### src/rtl/packet_arbiter.sv
// Round-robin packet arbiter: latches per-source packet requests, grants one source at a
// time and streams wrapped read addresses through its buffer, then inserts an IFG gap.
module packet_arbiter #(
    parameter int unsigned pPORTS      = 4,
    parameter int unsigned pFIFO_WIDTH = 11,
    parameter int unsigned pDEPTH_RAM  = 3072,
    parameter int unsigned pADDR_WIDTH = $clog2(pDEPTH_RAM),
    parameter int unsigned pIFG        = 12
) (
    input  logic                              iclk,
    input  logic                              i_rst,
    input  logic [pPORTS-1:0]                 i_request,
    input  logic [pPORTS*pFIFO_WIDTH-1:0]     i_length,
    input  logic [pPORTS*2-1:0]               i_port_num,
    input  logic [pPORTS*pADDR_WIDTH-1:0]     i_start_adress,
    output logic [pPORTS-1:0]                 o_permition,
    output logic                              o_grant,
    output logic [$clog2(pPORTS)-1:0]         o_grant_src,
    output logic [1:0]                        o_port_num,
    output logic [pFIFO_WIDTH-1:0]            o_length,
    output logic                              o_tx_en,
    output logic [pADDR_WIDTH-1:0]            o_rd_adress,
    output logic                              o_last,
    output logic                              o_drop
);

    localparam int unsigned SRC_W = $clog2(pPORTS);
    localparam int unsigned GAP_W = (pIFG > 1) ? $clog2(pIFG) : 1;

    typedef enum logic [1:0] {S_IDLE, S_GRANT, S_XFER, S_GAP} state_t;

    state_t                   state_q, state_d;
    logic [pPORTS-1:0]        pending_q, pending_d;
    logic [pPORTS-1:0]        perm_q, perm_d;
    logic [SRC_W-1:0]         rr_ptr_q, rr_ptr_d;
    logic [SRC_W-1:0]         sel_q, sel_d;
    logic [SRC_W-1:0]         grant_src_q, grant_src_d;
    logic [1:0]               port_num_q, port_num_d;
    logic [pFIFO_WIDTH-1:0]   length_q, length_d;
    logic [pADDR_WIDTH-1:0]   addr_q, addr_d;
    logic [pFIFO_WIDTH-1:0]   cnt_q, cnt_d;
    logic [GAP_W-1:0]         gap_q, gap_d;

    logic [pFIFO_WIDTH-1:0]   len_cap_q   [pPORTS];
    logic [pFIFO_WIDTH-1:0]   len_cap_d   [pPORTS];
    logic [1:0]               dst_cap_q   [pPORTS];
    logic [1:0]               dst_cap_d   [pPORTS];
    logic [pADDR_WIDTH-1:0]   start_cap_q [pPORTS];
    logic [pADDR_WIDTH-1:0]   start_cap_d [pPORTS];

    logic                     found;
    logic [SRC_W-1:0]         pick;
    logic [SRC_W-1:0]         cand;

    always_comb begin
        state_d     = state_q;
        pending_d   = pending_q;
        rr_ptr_d    = rr_ptr_q;
        sel_d       = sel_q;
        grant_src_d = grant_src_q;
        port_num_d  = port_num_q;
        length_d    = length_q;
        addr_d      = addr_q;
        cnt_d       = cnt_q;
        gap_d       = gap_q;
        len_cap_d   = len_cap_q;
        dst_cap_d   = dst_cap_q;
        start_cap_d = start_cap_q;
        found       = 1'b0;
        pick        = '0;
        cand        = '0;
        o_grant     = 1'b0;
        o_drop      = 1'b0;
        o_tx_en     = 1'b0;
        o_last      = 1'b0;

        case (state_q)
            S_IDLE: begin
                // Search starts one past the last granted source.
                for (int unsigned k = 1; k <= pPORTS; k++) begin
                    cand = SRC_W'((32'(rr_ptr_q) + k) % pPORTS);
                    if (!found && pending_q[cand]) begin
                        found = 1'b1;
                        pick  = cand;
                    end
                end
                if (found) begin
                    sel_d       = pick;
                    grant_src_d = pick;
                    port_num_d  = dst_cap_q[pick];
                    length_d    = len_cap_q[pick];
                    state_d     = S_GRANT;
                end
            end
            S_GRANT: begin
                pending_d[sel_q] = 1'b0;
                rr_ptr_d         = sel_q;
                addr_d           = start_cap_q[sel_q];
                cnt_d            = len_cap_q[sel_q];
                gap_d            = '0;
                if (length_q == '0) begin
                    o_drop  = 1'b1;
                    state_d = S_GAP;
                end else begin
                    o_grant = 1'b1;
                    state_d = S_XFER;
                end
            end
            S_XFER: begin
                o_tx_en = 1'b1;
                addr_d  = (addr_q == pADDR_WIDTH'(pDEPTH_RAM - 1)) ? '0 : addr_q + 1'b1;
                cnt_d   = cnt_q - 1'b1;
                if (cnt_q == pFIFO_WIDTH'(1)) begin
                    o_last  = 1'b1;
                    gap_d   = '0;
                    state_d = S_GAP;
                end
            end
            S_GAP: begin
                if (gap_q == GAP_W'(pIFG - 1)) begin
                    gap_d   = '0;
                    state_d = S_IDLE;
                end else begin
                    gap_d = gap_q + 1'b1;
                end
            end
            default: state_d = S_IDLE;
        endcase

        // Applied after the grant clear so a same-cycle request wins.
        for (int unsigned i = 0; i < pPORTS; i++) begin
            if (i_request[i]) begin
                pending_d[i]   = 1'b1;
                len_cap_d[i]   = i_length[i*pFIFO_WIDTH +: pFIFO_WIDTH];
                dst_cap_d[i]   = i_port_num[i*2 +: 2];
                start_cap_d[i] = i_start_adress[i*pADDR_WIDTH +: pADDR_WIDTH];
            end
        end
        perm_d = ~pending_d;

        o_rd_adress = o_tx_en ? addr_q : '0;
    end

    always_ff @(posedge iclk) begin
        if (i_rst) begin
            state_q     <= S_IDLE;
            pending_q   <= '0;
            perm_q      <= '1;
            rr_ptr_q    <= SRC_W'(pPORTS - 1);
            sel_q       <= '0;
            grant_src_q <= '0;
            port_num_q  <= '0;
            length_q    <= '0;
            addr_q      <= '0;
            cnt_q       <= '0;
            gap_q       <= '0;
            for (int unsigned i = 0; i < pPORTS; i++) begin
                len_cap_q[i]   <= '0;
                dst_cap_q[i]   <= '0;
                start_cap_q[i] <= '0;
            end
        end else begin
            state_q     <= state_d;
            pending_q   <= pending_d;
            perm_q      <= perm_d;
            rr_ptr_q    <= rr_ptr_d;
            sel_q       <= sel_d;
            grant_src_q <= grant_src_d;
            port_num_q  <= port_num_d;
            length_q    <= length_d;
            addr_q      <= addr_d;
            cnt_q       <= cnt_d;
            gap_q       <= gap_d;
            len_cap_q   <= len_cap_d;
            dst_cap_q   <= dst_cap_d;
            start_cap_q <= start_cap_d;
        end
    end

    assign o_permition = perm_q;
    assign o_grant_src = grant_src_q;
    assign o_port_num  = port_num_q;
    assign o_length    = length_q;

endmodule

### config.mk
export PLATFORM = sky130hd
export DESIGN_NAME = packet_arbiter
export DESIGN_NICKNAME = d
export VERILOG_FILES = /design/src/rtl/packet_arbiter.sv
export SDC_FILE = /design/constraint.sdc
export NUM_CORES = 1
export LEC_CHECK = 0
export CAP_MARGIN = 20
export CELL_PAD_IN_SITES_DETAIL_PLACEMENT = 0
export CELL_PAD_IN_SITES_GLOBAL_PLACEMENT = 1
export CORE_UTILIZATION = 40
export DETAILED_ROUTE_END_ITERATION = 8
export PLACE_DENSITY = 0.86
export SKIP_CTS_REPAIR_TIMING = 1
export SYNTH_ARGS = -nofsm -noshare
export SYNTH_HDL_FRONTEND = slang
export SYNTH_SLANG_ARGS = --single-unit
### constraint.sdc
create_clock -name iclk -period 2.1 [get_ports iclk]
set_input_delay 0.315 -clock iclk [delete_from_list [all_inputs] [get_ports iclk]]
set_output_delay 0.315 -clock iclk [all_outputs]
set_load 0.1 [all_outputs]
* Word-level counts from Yosys, hierarchy flattened *
Cells that the tools add are included.
Widths: inputs -> output; s select.

operators by class
  multiplexer cells = 59
  $add $sub $neg = 7
  bitwise operators = 5
  magnitude comparators = 8
  reduce and logical (&&, ||, !) cells = 14
  equality and inequality tests = 9

operators by type and width
  operator               count
  $mux 12                4
  $bmux 11 s2            2
  $mux 11                4
  $mux 1                 25
  $bmux 12 s2            1
  $pmux 12 s2            1
  $pmux 11 s2            1
  $mux 2                 10
  $lt 2x3->1 const B     5
  $add 12x1->12 const B  1
  $eq 12x12->1 const B   1
  $mux 4                 3
  $pmux 4 s3             1
  $eq 11x1->1 const B    1
  $logic_not 11->1       1
  $sub 11x1->11 const B  1
  $bmux 1 s2             4
  $not 4->4              2
  $pmux 2 s4             1
  $ge 3x3->1 const B     2
  $ne 2x2->1 const B     3
  $not 2->3              2
  $add 2x1->2 const B    2
  $add 2x2->2 const B    2
  15 further kinds       22

word-level totals
  output and inout bits = 35
  register bits = 154
  word-level logic and storage cells = 124
  input bits = 106

* Depth between registers and ports, before layout *
Gate-level depths: netlist of run 1.

  depth in word-level cells = 21
  depth in mapped cells = 9
  depth with buffers taken out = 7

* Worst setup path before layout of run 1 *
Ideal clock, no wire load.

  kind = register -> output
  from = reg state_q[0]
  to = out o_last
  required time = 1,785 ps
  path buffers = 2
  data arrival time = 3,262 ps
  slack = -1,477 ps
  cell stages (with the launch flop) = 7
  cells stage by stage = dfxtp_1 > inv_1 > ha_1 > clkbuf_1 > inv_1 > clkbuf_1 > nor2_1

on the way
  word-level cells in the longest chain between the ends = 2

ends and longest elaborated chain
  what                    RTL line  source
  start, declared         32        state_t state_q, state_d;
  start signal, assigned  163       state_q <= state_d;
  $eq 2x2->1              77        case (state_q)
  $mux 1                  77
  end, declared           23        output logic o_last,

Every way passes these cells.

* Final worst setup path of run 1 *
  from = reg length_q[10] (netlist: o_length[10])
  to = out o_drop

on the way
  word-level cells in the longest chain between the ends = 3

ends and longest elaborated chain
  what                    RTL line  source
  start, declared         39        logic [pFIFO_WIDTH-1:0] length_q, length_d;
  start signal, assigned  170       length_q <= length_d;
  $logic_not 11->1        101       if (length_q == '0) begin
  $mux 1                  101
  $mux 1                  77
  end, declared           24        output logic o_drop

Every way passes these cells.

==> flow_summary.ini, run 1 <==
[run_status]
status = complete, no violations

[route]
met2_length_um = 9470
top_layer_used = met4
wl_per_cell_um = 17.7
final_antenna_net_count = 0
drcViolationCount = 0
drtIter0Drc = 413
routed_wl_um = 20600
dr_total_vias = 6190
wl_met3_um = 958
avgViaCountPerCell = 5.34
wl_met1_um = 9780
first_pass_iters = 5

[sta]
fin_crit_ns = 2.03
period_share_pct = 96.8
rsz0062_at_grt = yes
setup_violations = 0
whs_ns = 0.252
slew_headroom_pct = 58.5
worst_pin_slew_ns = 0.617
hold_violations = 0
drv_slew = 0
finClkSkew_ns = 0.0157
max_freq_ghz = 0.492

[layout]
fill_cells = 1634
fin_nets = 1034
seqCellArea_um2 = 3100
area_delta_synth_final_pct = 34.9
multi_input_area_um2 = 4070
drive_gt1_share_pct = 18.6
fin_util_pct = 55.1
fin_cells = 1160
diodes = 0

[setup_path]
reg2reg_slack_ns = 0.19
path_cells = nor4_4, nand3_1, nor2_4, buf_12
cp_max_fo = 3
start_kind = register
required_ns = 1.78
crit_path_top_delay_cell = nor4_4
slowest_delay_ns = 0.36
worstPathBufferInverterCount = 1
reg2regPathDepth = 6
worstReg2RegStart = cnt_q[6]
end_kind = primary output
cp.arrival_ns = 1.72
crit_family = simple AND/OR/NAND/NOR gates
rr_endpoint = state_q[0]
crit_start = o_length[10]
critical_path_class = reg -> out

[clock_tree]
htree_levels = 4
cts.clk_slew.worst_paths_ns = 0.06
clkSinkCount = 154
insertion_delay_ns = 0.43
numCtsBuffers = 17
ctsLongestPathBuffers = 2
clockRootBuffer = clkbuf_16
cts_tree = built

[synthesis]
synthCells = 789
ys_async_sr_fraction_pct = 0
synth_seq_area_share_pct = 41.9
synth_area_um2 = 7360
synth_compound_area_share_pct = 11.8
synth_top_family_by_area = multiplexers
ys.flop_type = dfxtp_1
synth_edf_count = 0
synth_warnings = 0
synth_cell_type_count = 55
synth_xor_area_share_pct = 0.238
syn_nets = 904
synth_area_per_cell_um2 = 9.33
synth-simple-area-share_pct = 17.3
yosys-mux-area-fraction_pct = 22.7
synth_seq_cells = 154
synth-adder-area-share_pct = 1.53

[placement]
gp_routability_congestion = 0.822
io_buffers = 140
placed_cells = 1128
dp_hpwl_um = 14900

[grt]
antenna_found_initial = 0
grt_pass1_vias = 5830
grt-ovfl-total = 0
track_usage_pct = 22.5
grt_max_degree = 124
grt_pass1_wl_um = 31400

[floorplanning]
die_w_um = 138
start_util_pct = 40.8
std_cell_rows = 49
fp.dieArea_um2 = 18900
coreArea_um2 = 18000
die_y_um = 138
num_io_pins = 141

[pwr]
cellLeakagePower_nw = 4.00
peakVddDrop_mv = 0.783
powerDensity_nw_per_um2 = 1090

[worst_hold_path]
hp-start = i_rst
hp-class = in -> reg
min_delay_path_depth = 2
hold_end = len_cap_q[16]

[job]
cap_violations = 0
==> sequential cells by signal, summed over array words and instances, names as in the netlist <==
| register | cells |
|---|---|
| pending_q | 4 |
| dst_cap_q | 8 |
| addr_q | 12 |
| cnt_q | 11 |
| state_q | 2 |
| len_cap_q | 44 |
| o_length | 11 |
| o_grant_src | 2 |
| rr_ptr_q | 2 |
| gap_q | 4 |
| start_cap_q | 48 |
| o_port_num | 2 |
| o_permition | 4 |
==> cells by family after synthesis <==
logic type               count (synthesis)
AND/OR/NAND/NOR                        267
AO/OA/AOI/OAI                          133
flip-flops                             154
multiplexers                           138
buffers and inverters                   86
XOR/XNOR                                 2
adder cells (fa/ha/maj)                  9
==> how the worst max path moves through the flow <==
stage,to,slack [ns],depth (start not counted)
floorplan,state_q[0],0.007,5
global placement,o_length[10],0.15,5
detailed placement,o_length[2],0.16,5
CTS,o_drop,-0.08,4
global route,o_drop,-0.03,4
finish,o_drop,0.07,4
==> synthesized netlist by cell type, types with 9 or more instances <==
master / n / share of area [%]
dfxtp_1: 154 / 42
nor2_1: 137 / 7.0
mux2i_1: 115 / 16
clkbuf_1: 47 / 2.4
nand2_1: 41 / 2.1
o21ai_0: 30 / 2.0
a21oi_1: 28 / 1.9
inv_1: 26 / 1.3
mux4_2: 23 / 7.0
a31oi_1: 19 / 1.6
and4_1: 13 / 1.5
nor3_1: 13 / 0.88
o211ai_1: 13 / 1.3
nand3_1: 12 / 0.82
and2_1: 11 / 0.94
a211oi_1: 9 / 0.92
ha_1: 9 / 1.5
==> cell usage in the layout, fill, tap and decap left out, types with 13 or more instances in the layout <==
cell	count
a21oi_1	28
buf_12	24
inv_1	24
mux2i_1	115
and4_1	13
nor2_1	131
a31oi_1	18
buf_4	43
o21ai_0	30
mux4_2	23
o211ai_1	13
nand2_1	41
dfxtp_1	141
clkdlybuf4s50_1	100
clkbuf_16	17
==> stage by stage <==
step | TNS, ns | total power (W) | cell area [µm²] | setup slack [ns]
floorplan | 0 | 0.00661 | 7500 | 0.00742
global placement | 0 | 0.00789 | 9340 | 0.153
detailed placement | 0 | 0.00792 | 9340 | 0.159
CTS | -0.503 | 0.0108 | 9880 | -0.0759
global route | -0.0301 | 0.0114 | 9930 | -0.0301
finish | 0 | 0.0108 | 9930 | 0.0677
==> layout make-up <==
type	count	area share [%]
multi-input combinational	549	41.0
inverter	26	0.983
timing repair buffer	171	18.4
clock buffer	20	4.50
tap	229	2.89
clock inverter	11	0.971
sequential	154	31.2
==> where the power goes <==
part | internal [W] | switching [W] | leakage [nW]
clock network | 0.00165 | 0.00122 | 0.262
registers | 0.00327 | 0.000431 | 1.27
logic | 0.00175 | 0.00250 | 2.46
==> per-layer routing <==
metal	vias up	track usage [%]
met5	-	0
met4	0	6.47
met3	26	5.37
met2	156	34.9
met1	2935	30.7
li1	3073	-
No activity file was read; power rests on OpenSTA's default activity.
==> inputs of run 2 (changes only) <==
--- a/config.mk
+++ b/config.mk
@@ -8,9 +8,11 @@
 export CAP_MARGIN = 20
 export CELL_PAD_IN_SITES_DETAIL_PLACEMENT = 0
 export CELL_PAD_IN_SITES_GLOBAL_PLACEMENT = 1
-export CORE_UTILIZATION = 40
+export CORE_UTILIZATION = 24
+export CTS_CLUSTER_SIZE = 30
 export DETAILED_ROUTE_END_ITERATION = 8
-export PLACE_DENSITY = 0.86
+export HOLD_SLACK_MARGIN = 0.1
+export PLACE_DENSITY = 0.58
 export SKIP_CTS_REPAIR_TIMING = 1
 export SYNTH_ARGS = -nofsm -noshare
 export SYNTH_HDL_FRONTEND = slang
==> run 2 against run 1 <==
Compared with the run above: clock power increased by 2%; first-iteration DRC count is 4.4% lower; clock skew fell by 0.0064 ns; highest routed layer unchanged; fmax rose by 0.60%; routed wire length grew 15%; sequential share of layout area fell by 1.1 points; via count is 0.92% lower; setup slack improved by 0.012 ns; cell count grew 15%.
==> flow_summary.ini, run 2 (synthesis results as in run 1) <==
[run_status]
status = complete, no violations

[pwr]
p_total_w = 0.0111
pwr-share-clk_pct = 26.2
comb_power_share_pct = 40.4
p_int_w = 0.00675
power_switching_w = 0.00439
sequentialPowerShare_pct = 33.3
powerDensity_nw_per_um2 = 1080
cellLeakagePower_nw = 4.09
switching_share_pct = 39.4
peakVddDrop_mv = 0.566

[route]
dr_total_vias = 6133
first_pass_iters = 4
routed_wl_um = 23700
wl_per_cell_um = 17.7
drcViolationCount = 0
final_antenna_net_count = 0
drtIter0Drc = 395
avgViaCountPerCell = 4.59

[grt]
antenna_found_initial = 0
grt_pass1_vias = 6187
grt-ovfl-total = 0
grt_pass1_wl_um = 36900
track_usage_pct = 15.7
grt_max_degree = 73

[layout]
largest_reg_flops = 48
final_common_cell = dfxtp_1
most-common-layout-cells = dfxtp_1, nor2_1, mux2i_1
fin_nets = 1047
top_register = start_cap_q
area_delta_synth_final_pct = 39.8
diodes = 0
reg.largest.list = start_cap_q x48, len_cap_q x44, addr_q x12
drive_gt1_share_pct = 20.1
fill_cells = 3021

[setup_path]
cp.arrival_ns = 1.71
start_kind = register
end_kind = primary output
required_ns = 1.78
cp_max_fo = 3
critical_path_class = reg -> out
reg2reg_slack_ns = 0.19

[clock_tree]
htree_levels = 4
clkSinkCount = 154
ctsLongestPathBuffers = 2
insertion_delay_ns = 0.42
numCtsBuffers = 17
cts.clk_slew.worst_paths_ns = 0.07
cts_tree = built
clockRootBuffer = clkbuf_16

[floorplanning]
die_y_um = 177
die_w_um = 177
fp.dieArea_um2 = 31400
num_io_pins = 141
start_util_pct = 24.6
std_cell_rows = 63
coreArea_um2 = 29900

[sta]
period_share_pct = 96.2
fin_crit_ns = 2.02
setup_violations = 0
rsz0062_at_grt = no
max_freq_ghz = 0.495
drv_slew = 0
hold_violations = 0
slew_headroom_pct = 54.7
worst_pin_slew_ns = 0.673
whs_ns = 0.193
finClkSkew_ns = 0.00929

[worst_hold_path]
hp-class = in -> reg

[job]
cap_violations = 0

[placement]
io_buffers = 140
gp_routability_congestion = 0.779
dp_hpwl_um = 17500
## run 2: cell types whose count changed in the layout (fill, tap and decap cells not counted), moves of 2 or more
cell      before  now
buf_12        24   28
buf_4         43   51
clkbuf_1       2    0
clkinv_4       1    3
inv_6          1    5
## run 2: cell type report
| class | instances | area [µm²] | share of cell area [%] |
|---|---|---|---|
| inverters | 26 | 97.6 | 0.949 |
| multi-input cells | 549 | 4070 | 39.6 |
| clock inverters | 14 | 111 | 1.08 |
| flip-flops and latches | 154 | 3100 | 30.2 |
| clock buffers | 18 | 439 | 4.27 |
| repair buffers | 184 | 1980 | 19.2 |
| well taps | 390 | 488 | 4.74 |
## run 2: worst paths after layout
| path | start | endpoint | cells after the start |
|---|---|---|---|
| max | o_length[10] | o_drop | 5 |
| min | i_rst | addr_q[5] | 2 |
| max reg2reg | cnt_q[3] | state_q[0] | 6 |
| min reg2reg | gap_q[1] | gap_q[1] | 2 |
## run 2: power by group through the flow
stage | Combinational, W | Sequential (W) | Clock, W
after floorplan | 0.00260 | 0.00401 | 0
after global placement | 0.00444 | 0.00376 | 0
after detailed placement | 0.00445 | 0.00376 | 0
after CTS | 0.00446 | 0.00370 | 0.00301
after global routing | 0.00487 | 0.00378 | 0.00314
final | 0.00450 | 0.00371 | 0.00292
## run 2: routing by layer
layer  GRT usage [%]  routed length, µm  vias to the layer above
met2            24.3              10700                      120
li1                -                  -                     3093
met5               0                  0                        -
met1            22.1              11700                     2897
met4            5.32                459                        0
met3            2.62                793                       23
## run 2: per-stage QoR
step	setup slack [ns]	utilization [%]	TNS, ns	std cells	instance area [µm²]
floorplan	0.00742	-	0	789	7500
global placement	0.0300	32.3	0	1296	9650
detailed placement	0.0187	32.3	0	1296	9650
CTS	-0.119	34.2	-0.237	1328	10200
global route	0.00105	34.4	0	1335	10300
finish	0.0799	34.4	0	1335	10300
## run 2: worst max-delay path, stage by stage, from the launching register on
cell and delay, ns:
dfxtp_2 0.36, nor4_2 0.29, buf_4 0.18, nand3_1 0.11, nor2_4 0.15, buf_12 0.19
